$ cat src/rtl/dac_arb_pkg.sv
// Shared types and constants for the two-requester SPI DAC write arbiter.
package dac_arb_pkg;

    // Default DAC sample width in bits.
    localparam int DAC_DATA_W_DEFAULT = 12;

    // DAC channel encodings.
    localparam logic CHAN_A = 1'b0;
    localparam logic CHAN_B = 1'b1;

    // Requester identifiers, also used as the round-robin priority value.
    localparam logic REQ_0 = 1'b0;
    localparam logic REQ_1 = 1'b1;

    // Transaction sequencer states.
    typedef enum logic [1:0] {
        IDLE  = 2'd0,
        ISSUE = 2'd1,
        WAIT  = 2'd2
    } arb_state_e;

    // Identifier of the requester that did not just get served.
    function automatic logic other_req(input logic id);
        return ~id;
    endfunction

endpackage

$ cat src/rtl/rr_arbiter2.sv
// Two-way round-robin arbiter: combinational grant, registered priority.
// Priority only moves when the owner of a finished transaction is reported
// through advance_i/served_i, so a pending request cannot be starved.
module rr_arbiter2
    import dac_arb_pkg::*;
(
    input  logic       clk_i,
    input  logic       rst_i,
    input  logic [1:0] req_i,
    input  logic       advance_i,
    input  logic       served_i,
    output logic [1:0] gnt_o
);

    logic prio_q;
    logic prio_d;

    // Pick one winner; on a tie the requester holding priority wins.
    always_comb begin
        gnt_o = 2'b00;
        case (req_i)
            2'b01:   gnt_o = 2'b01;
            2'b10:   gnt_o = 2'b10;
            2'b11:   gnt_o = (prio_q == REQ_1) ? 2'b10 : 2'b01;
            default: gnt_o = 2'b00;
        endcase
    end

    // Hand priority to the requester that was not just served.
    always_comb begin
        prio_d = prio_q;
        if (advance_i) begin
            prio_d = other_req(served_i);
        end else begin
            prio_d = prio_q;
        end
    end

    // Priority register, requester 0 favoured out of reset.
    always_ff @(posedge clk_i) begin
        if (rst_i) begin
            prio_q <= REQ_0;
        end else begin
            prio_q <= prio_d;
        end
    end

endmodule

$ cat src/rtl/dac_write_arbiter.sv
// DAC write arbiter: accepts one write from two requesters, launches one
// SPI DAC frame per write and waits for the driver's completion pulse,
// with a bounded wait that raises a sticky timeout flag.
// Frame sequence: IDLE (accept) -> ISSUE (dac_start) -> WAIT (done/timeout).
module dac_write_arbiter
    import dac_arb_pkg::*;
#(
    parameter int DATA_W         = DAC_DATA_W_DEFAULT,
    parameter int TIMEOUT_CYCLES = 4096
) (
    input  logic              CLK_50M,
    input  logic              RST,
    input  logic              req0_valid,
    input  logic              req0_chan,
    input  logic [DATA_W-1:0] req0_data,
    output logic              req0_ready,
    input  logic              req1_valid,
    input  logic              req1_chan,
    input  logic [DATA_W-1:0] req1_data,
    output logic              req1_ready,
    output logic              dac_start,
    output logic              dac_chan,
    output logic [DATA_W-1:0] dac_data,
    input  logic              dac_done,
    output logic              grant_id,
    output logic              busy,
    output logic              timeout_err
);

    localparam int               CNT_W    = $clog2(TIMEOUT_CYCLES);
    localparam logic [CNT_W-1:0] CNT_ZERO = {CNT_W{1'b0}};
    localparam logic [CNT_W-1:0] CNT_ONE  = CNT_W'(1);
    localparam logic [CNT_W-1:0] CNT_LAST = CNT_W'(TIMEOUT_CYCLES - 1);

    arb_state_e        state_q;
    logic [CNT_W-1:0]  cnt_q;
    logic              hold_chan_q;
    logic [DATA_W-1:0] hold_data_q;
    logic              grant_q;
    logic              start_q;
    logic              busy_q;
    logic              terr_q;

    logic [1:0]        arb_req_s;
    logic [1:0]        arb_gnt_s;
    logic              accept_s;
    logic              accept_id_s;
    logic              acc_chan_s;
    logic [DATA_W-1:0] acc_data_s;
    logic              wait_exit_s;

    // Requests are only offered while idle; reset masks them so no
    // ready can be seen while RST is held.
    always_comb begin
        arb_req_s = 2'b00;
        if ((state_q == IDLE) && !RST) begin
            arb_req_s = {req1_valid, req0_valid};
        end else begin
            arb_req_s = 2'b00;
        end
    end

    rr_arbiter2 u_rr_arbiter2 (
        .clk_i     (CLK_50M),
        .rst_i     (RST),
        .req_i     (arb_req_s),
        .advance_i (wait_exit_s),
        .served_i  (grant_q),
        .gnt_o     (arb_gnt_s)
    );

    // Decode the winning requester and select its payload.
    always_comb begin
        accept_s    = arb_gnt_s[0] | arb_gnt_s[1];
        accept_id_s = arb_gnt_s[1];
        if (arb_gnt_s[1]) begin
            acc_chan_s = req1_chan;
            acc_data_s = req1_data;
        end else begin
            acc_chan_s = req0_chan;
            acc_data_s = req0_data;
        end
    end

    // A wait ends on completion or once the cycle budget is used up;
    // this is also the moment priority passes on.
    always_comb begin
        wait_exit_s = 1'b0;
        if (state_q == WAIT) begin
            wait_exit_s = dac_done || (cnt_q == CNT_LAST);
        end else begin
            wait_exit_s = 1'b0;
        end
    end

    // Transaction sequencer with registered strobes and status.
    always_ff @(posedge CLK_50M) begin
        if (RST) begin
            state_q     <= IDLE;
            cnt_q       <= CNT_ZERO;
            hold_chan_q <= CHAN_A;
            hold_data_q <= {DATA_W{1'b0}};
            grant_q     <= REQ_0;
            start_q     <= 1'b0;
            busy_q      <= 1'b0;
            terr_q      <= 1'b0;
        end else begin
            case (state_q)
                IDLE: begin
                    cnt_q <= CNT_ZERO;
                    if (accept_s) begin
                        hold_chan_q <= acc_chan_s;
                        hold_data_q <= acc_data_s;
                        grant_q     <= accept_id_s;
                        start_q     <= 1'b1;
                        busy_q      <= 1'b1;
                        state_q     <= ISSUE;
                    end else begin
                        start_q <= 1'b0;
                        busy_q  <= 1'b0;
                        state_q <= IDLE;
                    end
                end
                ISSUE: begin
                    start_q <= 1'b0;
                    busy_q  <= 1'b1;
                    cnt_q   <= CNT_ZERO;
                    state_q <= WAIT;
                end
                WAIT: begin
                    start_q <= 1'b0;
                    if (dac_done) begin
                        // Completion beats a coincident timeout.
                        busy_q  <= 1'b0;
                        state_q <= IDLE;
                    end else if (cnt_q == CNT_LAST) begin
                        terr_q  <= 1'b1;
                        busy_q  <= 1'b0;
                        state_q <= IDLE;
                    end else begin
                        cnt_q   <= cnt_q + CNT_ONE;
                        busy_q  <= 1'b1;
                        state_q <= WAIT;
                    end
                end
                default: begin
                    start_q <= 1'b0;
                    busy_q  <= 1'b0;
                    cnt_q   <= CNT_ZERO;
                    state_q <= IDLE;
                end
            endcase
        end
    end

    assign req0_ready  = arb_gnt_s[0];
    assign req1_ready  = arb_gnt_s[1];
    assign dac_start   = start_q;
    assign dac_chan    = hold_chan_q;
    assign dac_data    = hold_data_q;
    assign grant_id    = grant_q;
    assign busy        = busy_q;
    assign timeout_err = terr_q;

endmodule

$ cat config.mk
export PLATFORM = sky130hd
export DESIGN_NAME = dac_write_arbiter
export DESIGN_NICKNAME = d
export VERILOG_FILES = /design/src/rtl/dac_arb_pkg.sv /design/src/rtl/rr_arbiter2.sv /design/src/rtl/dac_write_arbiter.sv
export SDC_FILE = /design/constraint.sdc
export NUM_CORES = 1
export LEC_CHECK = 0
export BUFFER_PORTS_ARGS = -buffer_cell sky130_fd_sc_hd__clkbuf_2
export CAP_MARGIN = 20
export CORE_MARGIN = 3
export CORE_UTILIZATION = 49
export DETAILED_ROUTE_END_ITERATION = 8
export GPL_TIMING_DRIVEN = 0
export PLACE_DENSITY = 0.79
export SYNTH_ARGS = -nofsm -noshare
export SYNTH_HDL_FRONTEND = slang
export SYNTH_HIERARCHICAL = 1
export SYNTH_SLANG_ARGS = --single-unit
$ cat constraint.sdc
create_clock -name CLK_50M -period 2.4 [get_ports CLK_50M]
set_input_delay 0.48 -clock CLK_50M [delete_from_list [all_inputs] [get_ports CLK_50M]]
set_output_delay 0.48 -clock CLK_50M [all_outputs]
set_load 0.02 [all_outputs]
======== Yosys cells after proc, flatten, opt, wreduce, memory -nomap -nowiden ========
Index checks and enable logic that the tools add are counted.
storage, ports and cells
  register bits ........................... 32
  bits in writable memories ............... 0
  bits in read-only memories .............. 0
  output and inout bits ................... 19
  latch bits .............................. 0
  memories kept ........................... 0
  input bits .............................. 31
operators by class
  reductions and logical operators ........ 9
  magnitude comparators ................... 0
  mux-type cells .......................... 14
  shift-type cells ........................ 0
  eq/ne operators ......................... 6
  divide/modulo/power cells ............... 0
  add/sub/neg operators ................... 1
  bitwise gates (word level) .............. 6
  multiply operators ...................... 0
operators with widths
  kind                   count
  $add 12x1->12 const B  1
  $eq 12x12->1 const B   1
  $mux 12                1
  $pmux 2 s3             2
  $mux 2                 4
  $eq 2x2->1 const B     3
  $mux 1                 6
  $not 1->1              5
  $eq 2x1->1 const B     2
  $reduce_and 2->1       2
  $reduce_or 2->1        2
  $pmux 1 s3             1
  $reduce_and 3->1       1
  $logic_not 2->1        1
  $logic_and 1x1->1      1
  $logic_not 1->1        1
  $logic_or 1x1->1       1
  $or 1x1->1             1

======== Logic depth before layout (Yosys ltp) ========
  depth after elaboration ................. 8
  depth in mapped cells ................... 10
  gate-level depth less buffers ........... 6

======== Hierarchy ========
Netlist, hierarchy kept.
modules (own cells, without submodules)
  module             instances  cells an instance  area each (µm²)  sequential area each (µm²)
  dac_write_arbiter  1          152                1380.1           620.6
  rr_arbiter2        1          6                  55.1             20.0

======== Worst setup path after synthesis ========
OpenSTA, ideal clock, no wires.
  path type ............................... input to register
  start ................................... input port RST
  end ..................................... register hold_chan_q, in the netlist dac_chan
  arrival ................................. 2491 ps
  path buffers ............................ 4
  library setup time ...................... 86 ps
  required time ........................... 2314 ps
  stages .................................. 10
  path slack .............................. -177 ps
  cell sequence ........................... clkbuf_1 > nor3_1 > and2_1 > a21boi_1 > clkbuf_1 > o21a_1 > buf_2 > buf_1 > nor2_1 > a211oi_1
on the way
  word-level cells in the longest chain between the ends .. 7
  elaborated cells between the ends (all ways) .. 10
  those cells by class .................... eq/ne: 3; mux: 3; bitwise: 1; reduce/logical: 3
ends and longest elaborated chain
  element                                   RTL line                  RTL
  from (decl)                               dac_write_arbiter.sv:12   input logic RST,
  $logic_not 1->1 *                         dac_write_arbiter.sv:56   if ((state_q == IDLE) && !RST) begin
  $logic_and 1x1->1 *                       dac_write_arbiter.sv:56
  $mux 2 *                                  dac_write_arbiter.sv:56
  via arb_req_s[1]                          dac_write_arbiter.sv:44   logic [1:0] arb_req_s;
  $eq 2x2->1 or $eq 2x1->1 (tied branches)  rr_arbiter2.sv:21         case (req_i)
  $pmux 2 s3 *                              rr_arbiter2.sv:21
  via req1_ready                            dac_write_arbiter.sv:20   output logic req1_ready,
  $or 1x1->1                                dac_write_arbiter.sv:74   accept_s = arb_gnt_s[0] | arb_gnt_s[1];
  $reduce_and 2->1 (no line)                --
  to (signal assigned)                      dac_write_arbiter.sv:112  hold_chan_q <= acc_chan_s;
  to (decl)                                 dac_write_arbiter.sv:37   logic hold_chan_q;
The timed path passes the listed nets; every way through them passes the cells marked *.
A chain may end at the register's enable or synchronous reset.

======== Worst setup path after layout ========
  start ................................... input port RST
  end ..................................... register hold_chan_q, in the netlist dac_chan
on the way
  word-level cells in the longest chain between the ends .. 7
  elaborated cells between the ends (all ways) .. 10
  those cells by class .................... eq/ne: 3; mux: 3; bitwise: 1; reduce/logical: 3
ends and longest elaborated chain
  element                                   RTL line
  $logic_not 1->1 *                         dac_write_arbiter.sv:56
  $logic_and 1x1->1 *                       dac_write_arbiter.sv:56
  $mux 2 *                                  dac_write_arbiter.sv:56
  via arb_req_s[0]                          dac_write_arbiter.sv:44
  $eq 2x2->1 or $eq 2x1->1 (tied branches)  rr_arbiter2.sv:21
  $pmux 2 s3 *                              rr_arbiter2.sv:21
  $or 1x1->1                                dac_write_arbiter.sv:74
  $reduce_and 2->1 (no line)                --
Marked as above.

==> results.toml <==
[min_path]
worst_hold_startpoint = "RST"
worst_hold_path_type = "in -> reg"

[die]
num_io_pins = 50
design.core.area_sq_um = 2780
die_y_microns = 60.1
row_count = 19
initial_core_util = 0.516
die-width_microns = 60.1
design.die.area_sq_um = 3610

[logic_synthesis]
asyncSetResetFlopFracSynth = 0
post_synth_instance_area_sq_um = 1440
ys.warnings.count = 6
synth_area_leader_cell = "dfxtp_1"
synth-seq-area-share = 0.446
number_of_enable_flip_flop_cells_after_synthesis = 0
synth_top_area_share = 0.446
synthesis_stage_register_bit_count = 32
syn_nets = 190
synthTopCellsByArea = "dfxtp_1, mux2i_1, a211oi_1"
ys_types = 38
synth_ff_type = "dfxtp_1"
synthesis.instances = 158
synth.avg_cell_area_sq_um = 9.08

[worst_setup_path]
category_of_the_worst_setup_path_launch_point = "primary input"
crit_family = "buffers and inverters"
arrival_ns = 2.49
critical_path.most_common_cell = "clkbuf_2"
critPathLaunch = "RST"
critPathBufInv = 5
regToRegSetupSlack_ns = 0.23
reg2reg_from = "state_q[1]$_SDFF_PP0_"
setup.worst_path.end_class = "flop"
critical_path.max_fanout = 10
critical-path-slowest-cell = "clkbuf_1"
timing.critical_path.required_ns = 2.65
worst_path_largest_cell_delay_ns = 0.32
timing_worst_setup_path_type = "in -> reg"
timing.critical_path.cells = "clkbuf_2, clkbuf_1, nor3_1, and2_1, a21boi_2, clkbuf_2, o21a_1, buf_2, clkbuf_2, nor2_1, a211oi_1"

[sta]
finalClockSkew_ns = 0.00752
rsz_0062_raised_after_global_routing = "no"
setup_violators_final = 0
timing_max_transition_violations_final = 0
worstMarginPinSlew_ns = 0.559
min_period_ns = 2.24
slew_limit_headroom = 0.625
layout_worst_path_cycle_share = 0.934
hold_viol = 0
hold_slack_ns = 0.316
fmax_mhz = 446

[placed_design]
dp_hpwl_mm = 2.59
cell_area_placed_sq_um = 1720
routabilityCongestion = 0.806
port_buffers = 49

[global_route]
global_route.usage.total = 0.199
globalRouteMet3Util = 0.0821
grt-ovfl-total = 0
initial_antenna_violation_count = 0
largest_net_degree_at_the_start_of_global_routing = 11
first_global_vias = 1305
globalRouteMet2Util = 0.340
gr-max-usage-layer = "met2"
grtUsageMet1 = 0.217
first_pass_grt_wire_length_mm = 5.31

[layout]
n_fill_cell = 243
drive_gt1_frac = 0.321
num_antenna_cells = 0
nNetsFinal = 246
postLayoutCellArea_sq_um = 1790
syn_to_final_growth_pct = 24.6

[cts]
clkSlewWorstSetupHoldPaths_ns = 0.09
numCtsBuffers = 5
cts_sinks = 32
tritoncts_clock_tree = "yes"
clock_tree.htree_level_count = 2
clk_root_buffer_cell = "clkbuf_4"
clock_tree.buffer_depth = 2
clk_latency_ns = 0.34
cts.repair_timing.setup_buffer_count = 0

[drt]
detail_route.vias_per_cell = 5.56
initialDrtViolationCount = 71
drc_violation_count_after_routing = 0
detail_route.first_pass.iterations = 4
wl_mm = 3.29
detail-route-antenna-nets = 0
dr_total_vias = 1368
post_drt_wl_per_cell_microns = 13.4

[pwr]
power_mw = 1.16
power.static_leakage_nw = 0.759
worst_ir_drop_vdd_mv = 0.634
power.density_cell_area_nw_per_um2 = 647

[run_status]
status = "completed"

[flow_run]
cap_violations = 0
-- worst reg2reg max path: stages (launching register included) --
cell      delay [ns]
dfxtp_1         0.36
nor3_1          0.24
and2_1          0.17
a21boi_2        0.17
clkbuf_2        0.22
o21a_1          0.16
buf_2           0.20
clkbuf_2        0.26
nor2_1          0.07
a211oi_1        0.22
-- path summary, 6_finish.rpt --
| check | endpoint | cells after the start |
|---|---|---|
| setup / recovery | dac_chan$_SDFFE_PP0P_ | 11 |
| hold / removal | u_rr_arbiter2/prio_q$_SDFFE_PP0P_ | 2 |
| setup reg to reg | dac_chan$_SDFFE_PP0P_ | 9 |
| hold reg to reg | cnt_q[11]$_SDFFE_PP0P_ | 2 |
-- registers in the layout, indices dropped and copies added (netlist names) --
register,cells
dac_chan,1
state_q,2
u_rr_arbiter2/prio_q,1
cnt_q,12
grant_id,1
dac_start,1
dac_data,12
busy,1
timeout_err,1
-- layer usage --
metal  part of all wire  vias up
met3              0.053        6
met2               0.52       37
li1                   -      683
met1               0.41      642
met5                  0        -
met4              0.015        0
-- metrics by stage --
step                std cells  setup TNS, ns  utilization  setup WS [ns]
floorplan                 158              0            -         0.0376
global placement          238          -2.00        0.620         -0.204
detailed placement        238          -3.16        0.620         -0.326
CTS                       246              0        0.642        0.00950
global route              246              0        0.643         0.0212
finish                    246              0        0.643          0.158
-- Yosys cell counts, types with 3 or more instances --
cell / n
clkbuf_1: 5
nand3_1: 3
nand4_1: 4
and2_1: 4
a31oi_1: 4
o21ai_0: 3
inv_1: 5
a211oi_1: 14
mux2i_1: 16
nor3_1: 6
dfxtp_1: 32
nor3b_1: 4
nor2_1: 22
nand2_1: 8
-- report_power, final --
part	leakage, nW	internal (mW)	total [mW]	switching, mW
Combinational	0.460	0.0981	0.244	0.146
Clock	0.0380	0.139	0.319	0.180
Sequential	0.261	0.569	0.592	0.0231
-- timing repair --
item / CTS / global route
gates resized for setup: 0 / 2
setup endpoints to repair: 0 / 10
hold buffers: 0 / 0
-- kinds of logic after synthesis --
logic type	share of synthesized area
and+or+nand+nor	0.215
AOI/OAI and AO/OA	0.174
DFF	0.446
muxes	0.112
buffers and inverters	0.0384
xor gates and xnor gates	0.00610
adders and majority gates	0.00872
-- cell type report --
| cell class | count | area, sq um | share of cell area |
|---|---|---|---|
| multi-input cells | 112 | 743 | 0.416 |
| flip-flops and latches | 32 | 641 | 0.358 |
| repair buffers | 49 | 245 | 0.137 |
| clock buffers | 6 | 51.3 | 0.0287 |
| plain buffers | 9 | 40.0 | 0.0224 |
| well taps | 31 | 38.8 | 0.0217 |
| inverters | 5 | 18.8 | 0.0105 |
| clock inverters | 2 | 10.0 | 0.00560 |
-- placed cells by master (no fill, tap or decap), types with 5 or more instances in the layout --
master / instances
clkbuf_2: 52
dfxtp_1: 32
nor2_1: 22
mux2i_1: 16
a211oi_1: 14
nand2_1: 8
nor3_1: 6
inv_1: 5
clkbuf_4: 5
Power figures use the tool's default switching activity.
